--- src/rtl/mem_access_pkg.sv ---
// Shared encodings for the memory-stage access controller: EX/MEM load/store codes,
// controller states and byte-enable patterns.
package mem_access_pkg;

    localparam logic [2:0] MR_NONE = 3'b000;
    localparam logic [2:0] MR_LB   = 3'b001;
    localparam logic [2:0] MR_LH   = 3'b010;
    localparam logic [2:0] MR_LW   = 3'b011;
    localparam logic [2:0] MR_LBU  = 3'b100;
    localparam logic [2:0] MR_LHU  = 3'b101;

    localparam logic [1:0] MW_NONE = 2'b00;
    localparam logic [1:0] MW_SB   = 2'b01;
    localparam logic [1:0] MW_SH   = 2'b10;
    localparam logic [1:0] MW_SW   = 2'b11;

    localparam logic [3:0] BE_NONE = 4'b0000;
    localparam logic [3:0] BE_BYTE = 4'b0001;
    localparam logic [3:0] BE_HALF = 4'b0011;
    localparam logic [3:0] BE_WORD = 4'b1111;

    typedef enum logic [1:0] {
        ST_IDLE = 2'd0,
        ST_REQ  = 2'd1,
        ST_DONE = 2'd2
    } state_t;

    function automatic logic is_load_op(input logic [2:0] op);
        return op inside {MR_LB, MR_LH, MR_LW, MR_LBU, MR_LHU};
    endfunction

endpackage

--- src/rtl/mem_lane_align.sv ---
// Store-lane replication/byte enables and load byte/half extraction with extension.
// Purely combinational, zero latency, no backpressure.
module mem_lane_align
    import mem_access_pkg::*;
(
    input  logic [1:0]  st_op,
    input  logic [31:0] st_data,
    input  logic [1:0]  st_off,
    output logic [31:0] st_wdata,
    output logic [3:0]  st_be,
    input  logic [2:0]  ld_op,
    input  logic [1:0]  ld_off,
    input  logic [31:0] ld_word,
    output logic [31:0] ld_data
);

    logic [7:0]  ld_byte;
    logic [15:0] ld_half;

    always_comb begin
        st_wdata = '0;
        st_be    = BE_NONE;
        case (st_op)
            MW_SB: begin
                st_wdata = {4{st_data[7:0]}};
                st_be    = BE_BYTE << st_off;
            end
            MW_SH: begin
                st_wdata = {2{st_data[15:0]}};
                st_be    = BE_HALF << {st_off[1], 1'b0};
            end
            MW_SW: begin
                st_wdata = st_data;
                st_be    = BE_WORD;
            end
            default: ;
        endcase
    end

    always_comb begin
        ld_byte = ld_word[{ld_off, 3'b000} +: 8];
        ld_half = ld_word[{ld_off[1], 4'b0000} +: 16];
        ld_data = '0;
        case (ld_op)
            MR_LB:   ld_data = {{24{ld_byte[7]}}, ld_byte};
            MR_LH:   ld_data = {{16{ld_half[15]}}, ld_half};
            MR_LW:   ld_data = ld_word;
            MR_LBU:  ld_data = {24'h0, ld_byte};
            MR_LHU:  ld_data = {16'h0, ld_half};
            default: ;
        endcase
    end

endmodule

--- src/rtl/mem_access_unit.sv ---
// Memory-stage controller: turns EX/MEM load/store into a req/ack data-memory transaction.
// Latency 2 cycles + memory wait; stalls the pipeline from access detect until ack or timeout.
module mem_access_unit
    import mem_access_pkg::*;
#(
    parameter int unsigned TIMEOUT_CYCLES = 255
) (
    input  logic        clk,
    input  logic        rst,
    input  logic [2:0]  in_mem_read,
    input  logic [1:0]  in_mem_write,
    input  logic [31:0] in_alu_result,
    input  logic [31:0] in_rd2,
    output logic        dmem_req,
    output logic        dmem_we,
    output logic [31:0] dmem_addr,
    output logic [31:0] dmem_wdata,
    output logic [3:0]  dmem_be,
    input  logic        dmem_ack,
    input  logic [31:0] dmem_rdata,
    output logic        stall,
    output logic [31:0] load_data,
    output logic        load_valid,
    output logic        misalign,
    output logic        bus_err
);

    localparam logic [7:0] TO_LAST = 8'(TIMEOUT_CYCLES - 1);

    state_t      state, state_nxt;
    logic [7:0]  wait_cnt;
    logic [2:0]  op_q;
    logic [1:0]  off_q;

    logic        is_store, is_load, access, misaligned;
    logic        start, reject, acked, timed_out;
    logic [31:0] st_wdata, ld_data;
    logic [3:0]  st_be;

    // A store takes precedence; the read encoding is ignored when both are set.
    assign is_store = (in_mem_write != MW_NONE);
    assign is_load  = !is_store && is_load_op(in_mem_read);
    assign access   = is_store || is_load;

    always_comb begin
        misaligned = 1'b0;
        if (is_store) begin
            case (in_mem_write)
                MW_SH:   misaligned = in_alu_result[0];
                MW_SW:   misaligned = |in_alu_result[1:0];
                default: misaligned = 1'b0;
            endcase
        end else begin
            case (in_mem_read)
                MR_LH, MR_LHU: misaligned = in_alu_result[0];
                MR_LW:         misaligned = |in_alu_result[1:0];
                default:       misaligned = 1'b0;
            endcase
        end
    end

    mem_lane_align u_lane (
        .st_op    (in_mem_write),
        .st_data  (in_rd2),
        .st_off   (in_alu_result[1:0]),
        .st_wdata (st_wdata),
        .st_be    (st_be),
        .ld_op    (op_q),
        .ld_off   (off_q),
        .ld_word  (dmem_rdata),
        .ld_data  (ld_data)
    );

    always_ff @(posedge clk) begin
        if (rst) state <= ST_IDLE;
        else     state <= state_nxt;
    end

    always_comb begin
        state_nxt = state;
        stall     = 1'b0;
        start     = 1'b0;
        reject    = 1'b0;
        acked     = 1'b0;
        timed_out = 1'b0;
        case (state)
            ST_IDLE: begin
                if (access) begin
                    if (misaligned) begin
                        reject = 1'b1;
                    end else begin
                        start     = 1'b1;
                        stall     = 1'b1;
                        state_nxt = ST_REQ;
                    end
                end
            end
            ST_REQ: begin
                stall = 1'b1;
                // An ack arriving on the final allowed cycle still completes normally.
                if (dmem_ack) begin
                    acked     = 1'b1;
                    state_nxt = ST_DONE;
                end else if (wait_cnt == TO_LAST) begin
                    timed_out = 1'b1;
                    state_nxt = ST_DONE;
                end
            end
            // DONE always returns to IDLE so the still-visible instruction is not reissued.
            ST_DONE: state_nxt = ST_IDLE;
            default: state_nxt = ST_IDLE;
        endcase
    end

    always_ff @(posedge clk) begin
        if (rst) begin
            wait_cnt   <= '0;
            op_q       <= MR_NONE;
            off_q      <= '0;
            dmem_req   <= 1'b0;
            dmem_we    <= 1'b0;
            dmem_addr  <= '0;
            dmem_wdata <= '0;
            dmem_be    <= BE_NONE;
            load_data  <= '0;
            load_valid <= 1'b0;
            misalign   <= 1'b0;
            bus_err    <= 1'b0;
        end else begin
            misalign   <= reject;
            load_valid <= acked && !dmem_we;
            bus_err    <= timed_out;
            wait_cnt   <= (state == ST_REQ) ? wait_cnt + 8'd1 : 8'd0;
            if (start) begin
                dmem_req   <= 1'b1;
                dmem_we    <= is_store;
                dmem_addr  <= {in_alu_result[31:2], 2'b00};
                dmem_wdata <= st_wdata;
                dmem_be    <= st_be;
                op_q       <= is_store ? MR_NONE : in_mem_read;
                off_q      <= in_alu_result[1:0];
            end
            if (acked || timed_out) dmem_req <= 1'b0;
            if (acked && !dmem_we)  load_data <= ld_data;
        end
    end

endmodule

--- config.mk ---
export PLATFORM = sky130hd
export DESIGN_NAME = mem_access_unit
export DESIGN_NICKNAME = d
export VERILOG_FILES = /design/src/rtl/mem_access_pkg.sv /design/src/rtl/mem_lane_align.sv /design/src/rtl/mem_access_unit.sv
export SDC_FILE = /design/constraint.sdc
export NUM_CORES = 1
export LEC_CHECK = 0
export ABC_CLOCK_PERIOD_IN_PS = 2100
export BUFFER_PORTS_ARGS = -buffer_cell sky130_fd_sc_hd__buf_2
export CELL_PAD_IN_SITES_DETAIL_PLACEMENT = 2
export CELL_PAD_IN_SITES_GLOBAL_PLACEMENT = 2
export CORE_MARGIN = 3
export CORE_UTILIZATION = 31
export CTS_CLUSTER_SIZE = 28
export DETAILED_ROUTE_END_ITERATION = 10
export PLACE_DENSITY_LB_ADDON = 0.1
export SLEW_MARGIN = 20
export SYNTH_ARGS = -nofsm -noshare
export SYNTH_HDL_FRONTEND = slang
export SYNTH_HIERARCHICAL = 1
export SYNTH_SLANG_ARGS = --single-unit
--- constraint.sdc ---
create_clock -name clk -period 2.1 [get_ports clk]
set_input_delay 0.21 -clock clk [delete_from_list [all_inputs] [get_ports clk]]
set_output_delay 0.21 -clock clk [all_outputs]
set_load 0.005 [all_outputs]
; After elaboration in Yosys (flattened, before gate mapping)
; Index checks and enable logic that the tools add are counted.
[op_classes]
n_eq_ne = 18
mux = 22
shifts = 4
addsub = 1
n_reduce_logical = 15
bitwise_logic = 3
[ops]
columns = cell, n
row1 = $pmux 32 s5, 1
row2 = $pmux 32 s3, 1
row3 = $shiftx 32x6->16, 1
row4 = $shiftx 32x6->8, 1
row5 = $eq 3x2->1 const B, 4
row6 = $eq 3x3->1 const B, 4
row7 = $pmux 4 s3, 1
row8 = $mux 1, 10
row9 = $add 8x1->8 const B, 1
row10 = $eq 8x8->1 const B, 1
row11 = $mux 2, 4
row12 = $reduce_or 2->1, 4
row13 = $eq 3x1->1 const B, 2
row14 = $pmux 1 s2, 3
row15 = $reduce_bool 5->1, 1
row16 = $eq 2x1->1 const B, 2
row17 = $eq 2x2->1 const B, 2
row18 = $ne 2x2->1 const B, 2
row19 = $pmux 2 s2, 1
row20 = $shl 1x2->4 const A, 1
row21 = $shl 2x2->4 const A, 1
row22 = $mux 3, 1
row23 = $ne 3x3->1 const B, 1
row24 = $not 1->1, 3
row25 = other kinds (7), 10
[word_totals]
output_inout_bits = 106
input_bits = 104
regBits = 118

; Depth between registers and ports, before layout
[logic_depth]
depth_word = 7
depth_mapped = 8
depth_no_buf = 6

; Hierarchy
; Netlist, hierarchy kept.
[modules_own_cells]
columns = mod, cells_each, area_each_um2, seq_area_each_um2, instances
row1 = mem_access_unit, 523, 4657.0, 2362.3, 1
row2 = mem_lane_align, 196, 1407.6, 0.0, 1

; Worst setup path before layout
; Ideal clock, no wire load.
[synth_timing]
path_kind = register to register
from = register op_q[0]
to = register load_data[0]
arrival_ps = 1316
path_stages_with_launch = 9
setup_ps = 132
slack_ps = 652
required_time_ps = 1968
path_cell_list = dfxtp_1 -> buf_4 -> nor2b_4 -> buf_4 -> a32oi_1 -> o21ai_2 -> a221o_1 -> nand2_1 -> a21oi_1
[synth_via]
elab_chain_len = 2
[synth_rtl]
columns = element, line
row1 = from (decl), mem_access_unit.sv:32  ; logic [2:0] op_q;
row2 = from (signal assigned), mem_access_unit.sv:140  ; op_q <= is_store ? MR_NONE : in_mem_read;
row3 = $eq 3x3->1 (tied with other cells), mem_lane_align.sv:44  ; case (ld_op)
row4 = $pmux 32 s5 (*), mem_lane_align.sv:44
row5 = net ld_data[0], mem_access_unit.sv:37  ; logic [31:0] st_wdata, ld_data;
row6 = to (signal assigned), mem_access_unit.sv:144  ; if (acked && !dmem_we) load_data <= ld_data;
row7 = to (decl), mem_access_unit.sv:22  ; output logic [31:0] load_data,
; The timed path passes the listed nets; every way through them passes the cells marked *.
; A chain may end at the register's enable or synchronous reset.

; Final worst setup path
[layout_timing]
from = register op_q[1]
to = register load_data[24]
; Same word-level chain as after synthesis.

==> flow_summary.yaml <==
run_status:
  outcome: "complete, no violations"
global_route:
  overflow: 0
  grt_pass1_vias: 6416
  grt_antenna_before_repair: 2
  track_usage: 0.202
  grt_pass1_wl_microns: 34900
  grt_start_max_net_pins: 82
route:
  wl_per_cell_microns: 18.2
  num_vias: 5888
  highest_layer: "met5"
  wl_microns: 21400
  drc: 0
  wl_met3_microns: 1300
  wl_met2_microns: 10600
  wl_met1_microns: 9040
  drt_iter0_drc: 191
  viasPerCell: 5.01
  first_pass_iters: 4
  ant_nets: 0
yosys:
  async_flop_share: 0
  synth_edf_count: 0
  synth.cell_area_sq_um: 6060
  yosysSeqAreaShare: 0.390
  avgSynthCellArea_sq_um: 8.43
  ys_ff_latch: 118
  synthCells: 719
  ys.flop_type: "dfxtp_1"
  synth_warnings: 6
  ys_types: 54
die:
  start_util: 0.320
  rows: 50
  coreArea_sq_um: 19000
  die_area_sq_um: 21300
  die-height_microns: 146
  die_x_microns: 146
  io_pins: 210
hold_path:
  hp-start: "dmem_ack"
  hp-class: "input port to register"
  hold_path_depth: 2
  hold_end: "bus_err$_SDFF_PP0_"
timing:
  setup_viol: 0
  min_period_over_period: 0.874
  setup_tns_ns: 0
  tightest_slew_ns: 0.619
  rsz0062_at_grt: "false"
  finalCriticalPeriod_ns: 1.84
  fin_skew_ns: 0.0110
  clock.fmax_mhz: 545
  finalWorstSetupSlack_ns: 0.264
  hold_ws_ns: 0.0305
  slew_headroom: 0.587
  maxSlewViolCount: 0
  timing.final.hold_violations: 0
setup_path:
  slowest_delay_ns: 0.54
  crit_path_max_fanout: 16
  r2r_slack_ns: 0.26
  r2r_start: "op_q[1]$_SDFFE_PP0P_"
  ff2ff_path_depth: 5
  critPathKind: "register to register"
  crit_chain: "nand2b_1 > or3_4 > o21ai_1 > nand2_1 > a21oi_1"
  crit_arrival_ns: 2.17
  start_kind: "register"
  endpoint_kind: "register"
  crit_slowest_cell: "dfxtp_1"
  r2r-end: "load_data[24]$_SDFFE_PP0P_"
  cp-startpoint: "op_q[1]$_SDFFE_PP0P_"
  cp.required_ns: 2.44
cts:
  cts_resized: 0
  cts.sinks: 118
  cts_buffer_depth: 2
  cts-root-buf: "clkbuf_16"
  clkTransAtPathRegs_ns: 0.06
  cts_tree: "built"
  htree_levels: 4
  clk_latency_ns: 0.42
  hold_buffers: 0
  post_cts_buffers: 0
  cts_buffers: 17
power_and_ir_drop:
  power_leakage_nw: 3.50
  powerDensity_nw_per_um2: 858
  vdd_drop_max_v: 0.000544
run:
  cap_violations: 0
placement:
  gp_congestion: 0.804
  placed_area_sq_um: 7190
  preCtsSetupSlack_ns: 0.263
  dp_hpwl_microns: 15600
  io_buffers: 207
layout:
  final_cell_mix: "nand2_1 (216), buf_2 (207), dfxtp_1 (118)"
  multi_input_area_sq_um: 3290
  areaGrowthSynthToFinish_pct: 28.8
  nets: 1009
  regArea_sq_um: 2360
  fillCellCount: 2181
  num_antenna_cells: 0
  fin_util: 0.412
  layout-drive-gt1-share: 0.310
  fin_area_sq_um: 7810
  layout_commonest_cell: "nand2_1"
## cell type report
| class | instances | share of cell area |
|---|---|---|
| timing repair buffer | 223 | 0.151 |
| clock inverter | 13 | 0.0219 |
| inverter | 6 | 0.00320 |
| multi-input combinational | 537 | 0.422 |
| sequential | 118 | 0.302 |
| clock buffer | 19 | 0.0580 |
| tap | 260 | 0.0416 |
## registers in the layout, indices dropped and copies added (netlist names), 2 cells and up
register    count
off_q           2
state           2
dmem_wdata     32
dmem_be         4
load_data      32
wait_cnt        8
dmem_addr      30
op_q            3
## cells by family (layout without fill, tap and decap cells)
logic type / Yosys count / after routing / share of synthesized area
AOI/OAI and AO/OA: 149 / 149 / 0.168
xor gates and xnor gates: 5 / 5 / 0.00722
adders and majority gates: 2 / 2 / 0.00413
buffers and inverters: 65 / 261 / 0.0685
DFF: 118 / 118 / 0.390
muxes: 98 / 98 / 0.165
other: 1 / 2 / 0.000618
and+or+nand+nor: 281 / 281 / 0.197
## worst max-delay path: cells and delay by family (launching register included)
family | cells | cell delay (ns)
flops | 1 | 0.54
compound gates | 2 | 0.31
simple gates | 3 | 0.91
## stage by stage
stage,instances,power [mW]
floorplan,720,3.29
global placement,1144,3.64
detailed placement,1144,3.69
CTS,1176,6.82
global route,1176,7.05
finish,1176,6.70
## layer usage
layer  track usage  up-vias
li1              -     2841
met1         0.240     2864
met2         0.352      150
met3        0.0604       29
met4        0.0603        4
met5             0        -
## cell usage after synthesis (2+ instances only)
cell type / count / area share
nand2_1: 216 / 0.13
dfxtp_1: 118 / 0.39
mux2i_1: 82 / 0.14
a21oi_1: 53 / 0.044
clkbuf_1: 30 / 0.019
a22o_1: 25 / 0.036
mux2_2: 16 / 0.030
nor2_1: 16 / 0.0099
nor2b_1: 14 / 0.014
o21ai_0: 14 / 0.012
buf_2: 11 / 0.0091
nand3_1: 10 / 0.0083
o21ai_1: 10 / 0.0083
o2bb2ai_1: 10 / 0.014
a22oi_1: 9 / 0.011
o211ai_1: 8 / 0.0099
a221o_1: 7 / 0.012
buf_4: 7 / 0.0087
buf_12: 6 / 0.020
nand2b_1: 6 / 0.0062
inv_1: 4 / 0.0025
xor2_1: 4 / 0.0058
buf_6: 3 / 0.0056
o21ai_2: 3 / 0.0043
and2_1: 2 / 0.0021
and3b_1: 2 / 0.0029
ha_1: 2 / 0.0041
inv_2: 2 / 0.0012
nand3b_1: 2 / 0.0025
nor2b_4: 2 / 0.0045
or3_1: 2 / 0.0021
## power by group
| part | switching, mW | internal [mW] |
|---|---|---|
| Combinational | 0.643 | 0.505 |
| Clock | 1.13 | 1.94 |
| Sequential | 0.0932 | 2.39 |
## worst max-delay path by stage
stage | cells past startpoint | end
floorplan | 8 | load_data[0]$_SDFFE_PP0P_
global placement | 5 | load_data[5]$_SDFFE_PP0P_
detailed placement | 5 | load_data[5]$_SDFFE_PP0P_
CTS | 5 | load_data[5]$_SDFFE_PP0P_
global route | 5 | load_data[1]$_SDFFE_PP0P_
finish | 5 | load_data[24]$_SDFFE_PP0P_
Note: power is estimated with default switching activity, not from simulation.
